==> src/rtl/vga_timing_receiver.sv <==
// VGA timing receiver: measures incoming line/frame geometry, qualifies it against
// the expected timing, and emits coordinate-tagged RGB332 pixels once locked.
module vga_timing_receiver #(
    parameter int H_ACTIVE    = 800,
    parameter int H_FRONT     = 40,
    parameter int H_SYNC      = 128,
    parameter int H_BACK      = 88,
    parameter int V_ACTIVE    = 600,
    parameter int V_FRONT     = 1,
    parameter int V_SYNC      = 4,
    parameter int V_BACK      = 23,
    parameter bit SYNC_POL    = 1'b1,
    parameter int LOCK_FRAMES = 2
) (
    input  logic        i_pix_clk,
    input  logic        i_reset,
    input  logic        i_horz_sync,
    input  logic        i_vert_sync,
    input  logic [2:0]  i_red,
    input  logic [2:0]  i_green,
    input  logic [1:0]  i_blue,
    output logic [15:0] o_horz_coord,
    output logic [15:0] o_vert_coord,
    output logic        o_in_active_area,
    output logic [2:0]  o_red,
    output logic [2:0]  o_green,
    output logic [1:0]  o_blue,
    output logic        o_locked,
    output logic        o_frame_start,
    output logic        o_sync_error,
    output logic [15:0] o_line_len,
    output logic [15:0] o_frame_lines
);

    localparam logic [15:0] H_TOTAL_W = 16'(H_ACTIVE + H_FRONT + H_SYNC + H_BACK);
    localparam logic [15:0] V_TOTAL_W = 16'(V_ACTIVE + V_FRONT + V_SYNC + V_BACK);
    localparam logic [15:0] H_START_W = 16'(H_SYNC + H_BACK);
    localparam logic [15:0] H_END_W   = 16'(H_SYNC + H_BACK + H_ACTIVE);
    localparam logic [15:0] V_START_W = 16'(V_SYNC + V_BACK);
    localparam logic [15:0] V_END_W   = 16'(V_SYNC + V_BACK + V_ACTIVE);
    localparam logic [7:0]  LOCK_W    = 8'(LOCK_FRAMES);

    typedef enum logic [1:0] {
        ST_SEARCH  = 2'd0,
        ST_MEASURE = 2'd1,
        ST_LOCKED  = 2'd2
    } state_t;

    state_t      state_q, state_d;
    logic        hs_q, hs_d, hs_prev_q, hs_prev_d;
    logic        vs_q, vs_d, vs_prev_q, vs_prev_d;
    logic [7:0]  rgb1_q, rgb1_d, rgb2_q, rgb2_d, rgb_out_q, rgb_out_d;
    logic [15:0] h_cnt_q, h_cnt_d, v_cnt_q, v_cnt_d;
    logic [15:0] line_len_q, line_len_d, frame_lines_q, frame_lines_d;
    logic [15:0] horz_coord_q, horz_coord_d, vert_coord_q, vert_coord_d;
    logic [7:0]  good_q, good_d, good_inc;
    logic        bad_q, bad_d;
    logic        frame_start_q, frame_start_d, sync_error_q, sync_error_d;
    logic        active_q, active_d;
    logic        h_edge, v_edge, line_bad, frame_bad, h_win, v_win;
    logic [15:0] h_len, v_len;

    // Next-state logic: sync sampling, counters, lock FSM and output stage.
    always_comb begin
        hs_d      = i_horz_sync ^ ~SYNC_POL;
        vs_d      = i_vert_sync ^ ~SYNC_POL;
        hs_prev_d = hs_q;
        vs_prev_d = vs_q;
        rgb1_d    = {i_red, i_green, i_blue};
        rgb2_d    = rgb1_q;

        h_edge = hs_q & ~hs_prev_q;
        v_edge = vs_q & ~vs_prev_q;
        h_len  = (h_cnt_q == 16'hFFFF) ? 16'hFFFF : h_cnt_q + 16'd1;
        v_len  = (v_cnt_q == 16'hFFFF) ? 16'hFFFF : v_cnt_q + 16'd1;

        h_cnt_d       = h_edge ? 16'd0 : h_len;
        v_cnt_d       = v_edge ? 16'd0 : (h_edge ? v_len : v_cnt_q);
        line_len_d    = h_edge ? h_len : line_len_q;
        frame_lines_d = v_edge ? v_len : frame_lines_q;
        frame_start_d = v_edge;

        line_bad  = h_edge && (h_len != H_TOTAL_W);
        frame_bad = v_edge && (v_len != V_TOTAL_W);
        good_inc  = good_q + 8'd1;

        state_d      = state_q;
        good_d       = good_q;
        bad_d        = bad_q;
        sync_error_d = 1'b0;
        // The line closing at the vsync edge still counts toward that frame.
        case (state_q)
            ST_SEARCH: begin
                if (v_edge) begin
                    state_d = ST_MEASURE;
                    good_d  = 8'd0;
                    bad_d   = 1'b0;
                end else begin
                    state_d = ST_SEARCH;
                end
            end
            ST_MEASURE: begin
                if (v_edge) begin
                    bad_d = 1'b0;
                    if (!bad_q && !line_bad && !frame_bad) begin
                        good_d = good_inc;
                        if (good_inc >= LOCK_W) begin
                            state_d = ST_LOCKED;
                        end else begin
                            state_d = ST_MEASURE;
                        end
                    end else begin
                        good_d = 8'd0;
                    end
                end else if (line_bad) begin
                    bad_d = 1'b1;
                end else begin
                    bad_d = bad_q;
                end
            end
            ST_LOCKED: begin
                if (line_bad || frame_bad) begin
                    state_d      = ST_SEARCH;
                    sync_error_d = 1'b1;
                    good_d       = 8'd0;
                end else begin
                    state_d = ST_LOCKED;
                end
            end
            default: begin
                state_d = ST_SEARCH;
                good_d  = 8'd0;
                bad_d   = 1'b0;
            end
        endcase

        h_win        = (h_cnt_q >= H_START_W) && (h_cnt_q < H_END_W);
        v_win        = (v_cnt_q >= V_START_W) && (v_cnt_q < V_END_W);
        horz_coord_d = h_win ? (h_cnt_q - H_START_W) : 16'd0;
        vert_coord_d = v_win ? (v_cnt_q - V_START_W) : 16'd0;
        active_d     = h_win && v_win && (state_q == ST_LOCKED);
        rgb_out_d    = rgb2_q;
    end

    // State register with synchronous reset.
    always_ff @(posedge i_pix_clk) begin
        if (i_reset) begin
            state_q       <= ST_SEARCH;
            hs_q          <= 1'b0;
            vs_q          <= 1'b0;
            hs_prev_q     <= 1'b0;
            vs_prev_q     <= 1'b0;
            rgb1_q        <= 8'd0;
            rgb2_q        <= 8'd0;
            rgb_out_q     <= 8'd0;
            h_cnt_q       <= 16'd0;
            v_cnt_q       <= 16'd0;
            line_len_q    <= 16'd0;
            frame_lines_q <= 16'd0;
            horz_coord_q  <= 16'd0;
            vert_coord_q  <= 16'd0;
            good_q        <= 8'd0;
            bad_q         <= 1'b0;
            frame_start_q <= 1'b0;
            sync_error_q  <= 1'b0;
            active_q      <= 1'b0;
        end else begin
            state_q       <= state_d;
            hs_q          <= hs_d;
            vs_q          <= vs_d;
            hs_prev_q     <= hs_prev_d;
            vs_prev_q     <= vs_prev_d;
            rgb1_q        <= rgb1_d;
            rgb2_q        <= rgb2_d;
            rgb_out_q     <= rgb_out_d;
            h_cnt_q       <= h_cnt_d;
            v_cnt_q       <= v_cnt_d;
            line_len_q    <= line_len_d;
            frame_lines_q <= frame_lines_d;
            horz_coord_q  <= horz_coord_d;
            vert_coord_q  <= vert_coord_d;
            good_q        <= good_d;
            bad_q         <= bad_d;
            frame_start_q <= frame_start_d;
            sync_error_q  <= sync_error_d;
            active_q      <= active_d;
        end
    end

    assign o_horz_coord     = horz_coord_q;
    assign o_vert_coord     = vert_coord_q;
    assign o_in_active_area = active_q;
    assign o_red            = rgb_out_q[7:5];
    assign o_green          = rgb_out_q[4:2];
    assign o_blue           = rgb_out_q[1:0];
    assign o_locked         = (state_q == ST_LOCKED);
    assign o_frame_start    = frame_start_q;
    assign o_sync_error     = sync_error_q;
    assign o_line_len       = line_len_q;
    assign o_frame_lines    = frame_lines_q;

endmodule

==> config.mk <==
export PLATFORM = sky130hd
export DESIGN_NAME = vga_timing_receiver
export DESIGN_NICKNAME = d
export VERILOG_FILES = /design/src/rtl/vga_timing_receiver.sv
export SDC_FILE = /design/constraint.sdc
export NUM_CORES = 1
export LEC_CHECK = 0
export CAP_MARGIN = 20
export CORE_MARGIN = 3
export CORE_UTILIZATION = 45
export DETAILED_ROUTE_END_ITERATION = 16
export PLACE_DENSITY = 0.66
export SLEW_MARGIN = 20
export SYNTH_ARGS = -nofsm -noshare
export SYNTH_HDL_FRONTEND = slang
export SYNTH_SLANG_ARGS = --single-unit
==> constraint.sdc <==
create_clock -name i_pix_clk -period 3.2 [get_ports i_pix_clk]
set_input_delay 0.8 -clock i_pix_clk [delete_from_list [all_inputs] [get_ports i_pix_clk]]
set_output_delay 0.8 -clock i_pix_clk [all_outputs]
set_load 0.01 [all_outputs]
==> flow_summary.toml <==
[run_status]
outcome = "completed"

[route]
drt_iter0_drc = 369
wirelength_um = 14440
viasPerCell = 5.382
ant_nets = 0
drcViolationCount = 0
first_pass_iters = 5
vias = 5102
wire_per_inst_um = 15.23

[placed_design]
place_congestion = 0.9067
hpwl_um = 10580
dpl-instance-area_um2 = 6990
port_buffers = 87

[clock_tree]
cts-root-buf = "clkbuf_16"
clk_pin_slew_worst_paths_ns = 0.06
cts_buffers = 17
clock_latency_ns = 0.42
clock-sinks = 138
clk_path_buf_depth = 2
cts_tree = "done"
h-tree-depth = 4

[floorplanning]
die_h_um = 120.5
die_area_um2 = 14530
pin_count = 88
start_util_pct = 46.39
fp-row-count = 41
fp.dieW_um = 120.5
coreArea_um2 = 12720

[global_route]
grt_pass1_wl_um = 24140
track_usage_pct = 20.77
antenna_found_initial = 0
first_global_vias = 4800
grt_max_degree = 29
gr-total-overflow = 0

[cells_and_area]
final_util_pct = 60.19
multi_input_area_um2 = 2872
layout_commonest_cell = "dfxtp_1"
layout-drive-gt1-share_pct = 10.05
nFillCells = 1175
layout_common_cells = "dfxtp_1 (138), nor2_1 (90), clkdlybuf4s50_1 (87), nand2_1 (50), nor2b_1 (35)"
area.growth.synth_to_final_pct = 29.74
regArea_um2 = 2763
diodes = 0
design_area_um2 = 7657
fin_nets = 780

[worst_setup_path]
crit_arrival_ns = 3.30
crit_fanout = 9
startpoint_type = "flop"
worstPathRequired_ns = 3.54
critPathCaptureType = "flop"
crit_type = "flop to flop"

[pwr]
power_w = 0.004023
power.static_leakage_nw = 2.937
vdd_drop_max_v = 0.0004949
power.density_nw_per_um2 = 525.3

[synthesis]
synth-simple-area-share_pct = 25.78
synth_area_um2 = 5902
synth_edf_count = 0
ys.flop_type = "dfxtp_1"
synthMuxAreaShare_pct = 1.357
synth.distinct_cells = 62
synth_compound_area_share_pct = 15.18
synth_top_family_by_area = "simple AND/OR/NAND/NOR gates"
synthAdderAreaFrac_pct = 1.060
synthXorXnorAreaFrac_pct = 4.897
synth_cells = 672
syn_area_per_cell_um2 = 8.783
ys_async_sr_fraction_pct = 0
ys_seq_elements = 138
yosysSeqAreaShare_pct = 46.81
yosysWarnings = 0

[sta]
fmax_ghz = 0.3376
hold_viol = 0
finalCritPeriodShare_pct = 92.56
final.setup.tns_ns = 0
worstMarginPinSlew_ns = 0.7475
final-max-slew-violation-count = 0
skew_ns = 0.006698
setup_violations = 0
slew_headroom_pct = 50.06
layout_min_cycle_time_ns = 2.962
rsz0062_at_grt = "false"

[flow_run]
maxCapViolCount = 0

[worst_hold_path]
hp-class = "flop to flop"
-- final timing paths --
kind | from | end | slack [ns] | cells past startpoint
min reg2reg | rgb2_q[7]$_SDFF_PP0_ | rgb_out_q[7]$_SDFF_PP0_ | 0.43 | 1
max reg2reg | h_cnt_q[1]$_SDFF_PP0_ | good_q[1]$_SDFFE_PP0P_ | 0.24 | 9
max | h_cnt_q[1]$_SDFF_PP0_ | good_q[1]$_SDFFE_PP0P_ | 0.24 | 9
min | rgb2_q[7]$_SDFF_PP0_ | rgb_out_q[7]$_SDFF_PP0_ | 0.43 | 1
-- per-layer routing --
metal	vias up	GRT usage, %	share of wire (%)
met3	22	4.490	5.0
met5	-	0	0
met1	2390	28.02	47
met2	155	32.27	46
li1	2535	-	-
met4	0	8.782	1.9
-- synthesized netlist by cell type, types with 7 or more instances --
cell	number	share of area (%)
dfxtp_1	138	47
nor2_1	90	5.7
nand2_1	50	3.2
nor2b_1	35	3.7
o21ai_0	34	2.9
a21oi_1	33	2.8
clkbuf_1	30	1.9
nand4_1	21	2.2
nand3_1	18	1.5
xor2_1	18	2.7
nor3_1	16	1.4
inv_1	15	0.95
xnor2_1	15	2.2
nor4_1	13	1.4
a21o_1	12	1.5
buf_2	10	0.85
nand2b_1	9	0.95
mux2i_1	8	1.4
a31oi_1	7	0.74
-- cell type report --
type	instances	share of cell area (%)
multi-input combinational	471	37.50
sequential	138	36.08
timing repair buffer	120	14.61
clock buffer	22	6.454
tap	172	2.810
clock inverter	10	1.814
inverter	15	0.7353
-- kinds of logic (layout without fill, tap and decap cells) --
family,count (synthesis),count (layout)
DFF,138,138
other,1,3
buffers and inverters,65,167
muxes,8,8
AOI/OAI and AO/OA,132,132
adders and majority gates,5,5
and+or+nand+nor,290,290
xor gates and xnor gates,33,33
-- stage by stage --
step	std cells	hold WS, ns	setup slack (ns)
floorplan	674	0.4138	0.4774
global placement	913	0.4170	0.3168
detailed placement	913	0.4247	0.1502
CTS	945	0.4381	0.1076
global route	948	0.4592	0.008284
finish	948	0.4326	0.2382
-- what timing repair did --
item                       in CTS  in global routing
hold buffers                    0                  0
buffers inserted                0                  3
resized for setup               0                  2
setup endpoints to repair       0                 11
-- flip-flops by register name, indices dropped and copies added, names as in the netlist --
register          cells
h_cnt_q              16
o_in_active_area      1
o_horz_coord         16
state_q               2
v_cnt_q              16
vs_prev_q             1
rgb_out_q             8
o_frame_lines        16
vs_prev_d             1
o_frame_start         1
hs_prev_q             1
bad_q                 1
good_q                8
o_vert_coord         16
hs_prev_d             1
o_line_len           16
o_sync_error          1
rgb1_q                8
rgb2_q                8
-- worst max-delay path, cell delays in order, from the launching register on --
cell      delay [ns]
dfxtp_1         0.48
ha_2            0.31
nand3_1         0.18
buf_4           0.22
nor4_1          0.37
mux2i_1         0.33
nand4_1         0.19
o31ai_4         0.40
nand4b_1        0.23
o22ai_1         0.19
-- where the power goes --
group          switching, W  total (W)  internal, W
combinational      0.000106   0.000194    0.0000877
sequential        0.0000250    0.00178      0.00175
clock              0.000722    0.00205      0.00133
total              0.000853    0.00402      0.00317
Power figures use the tool's default switching activity.
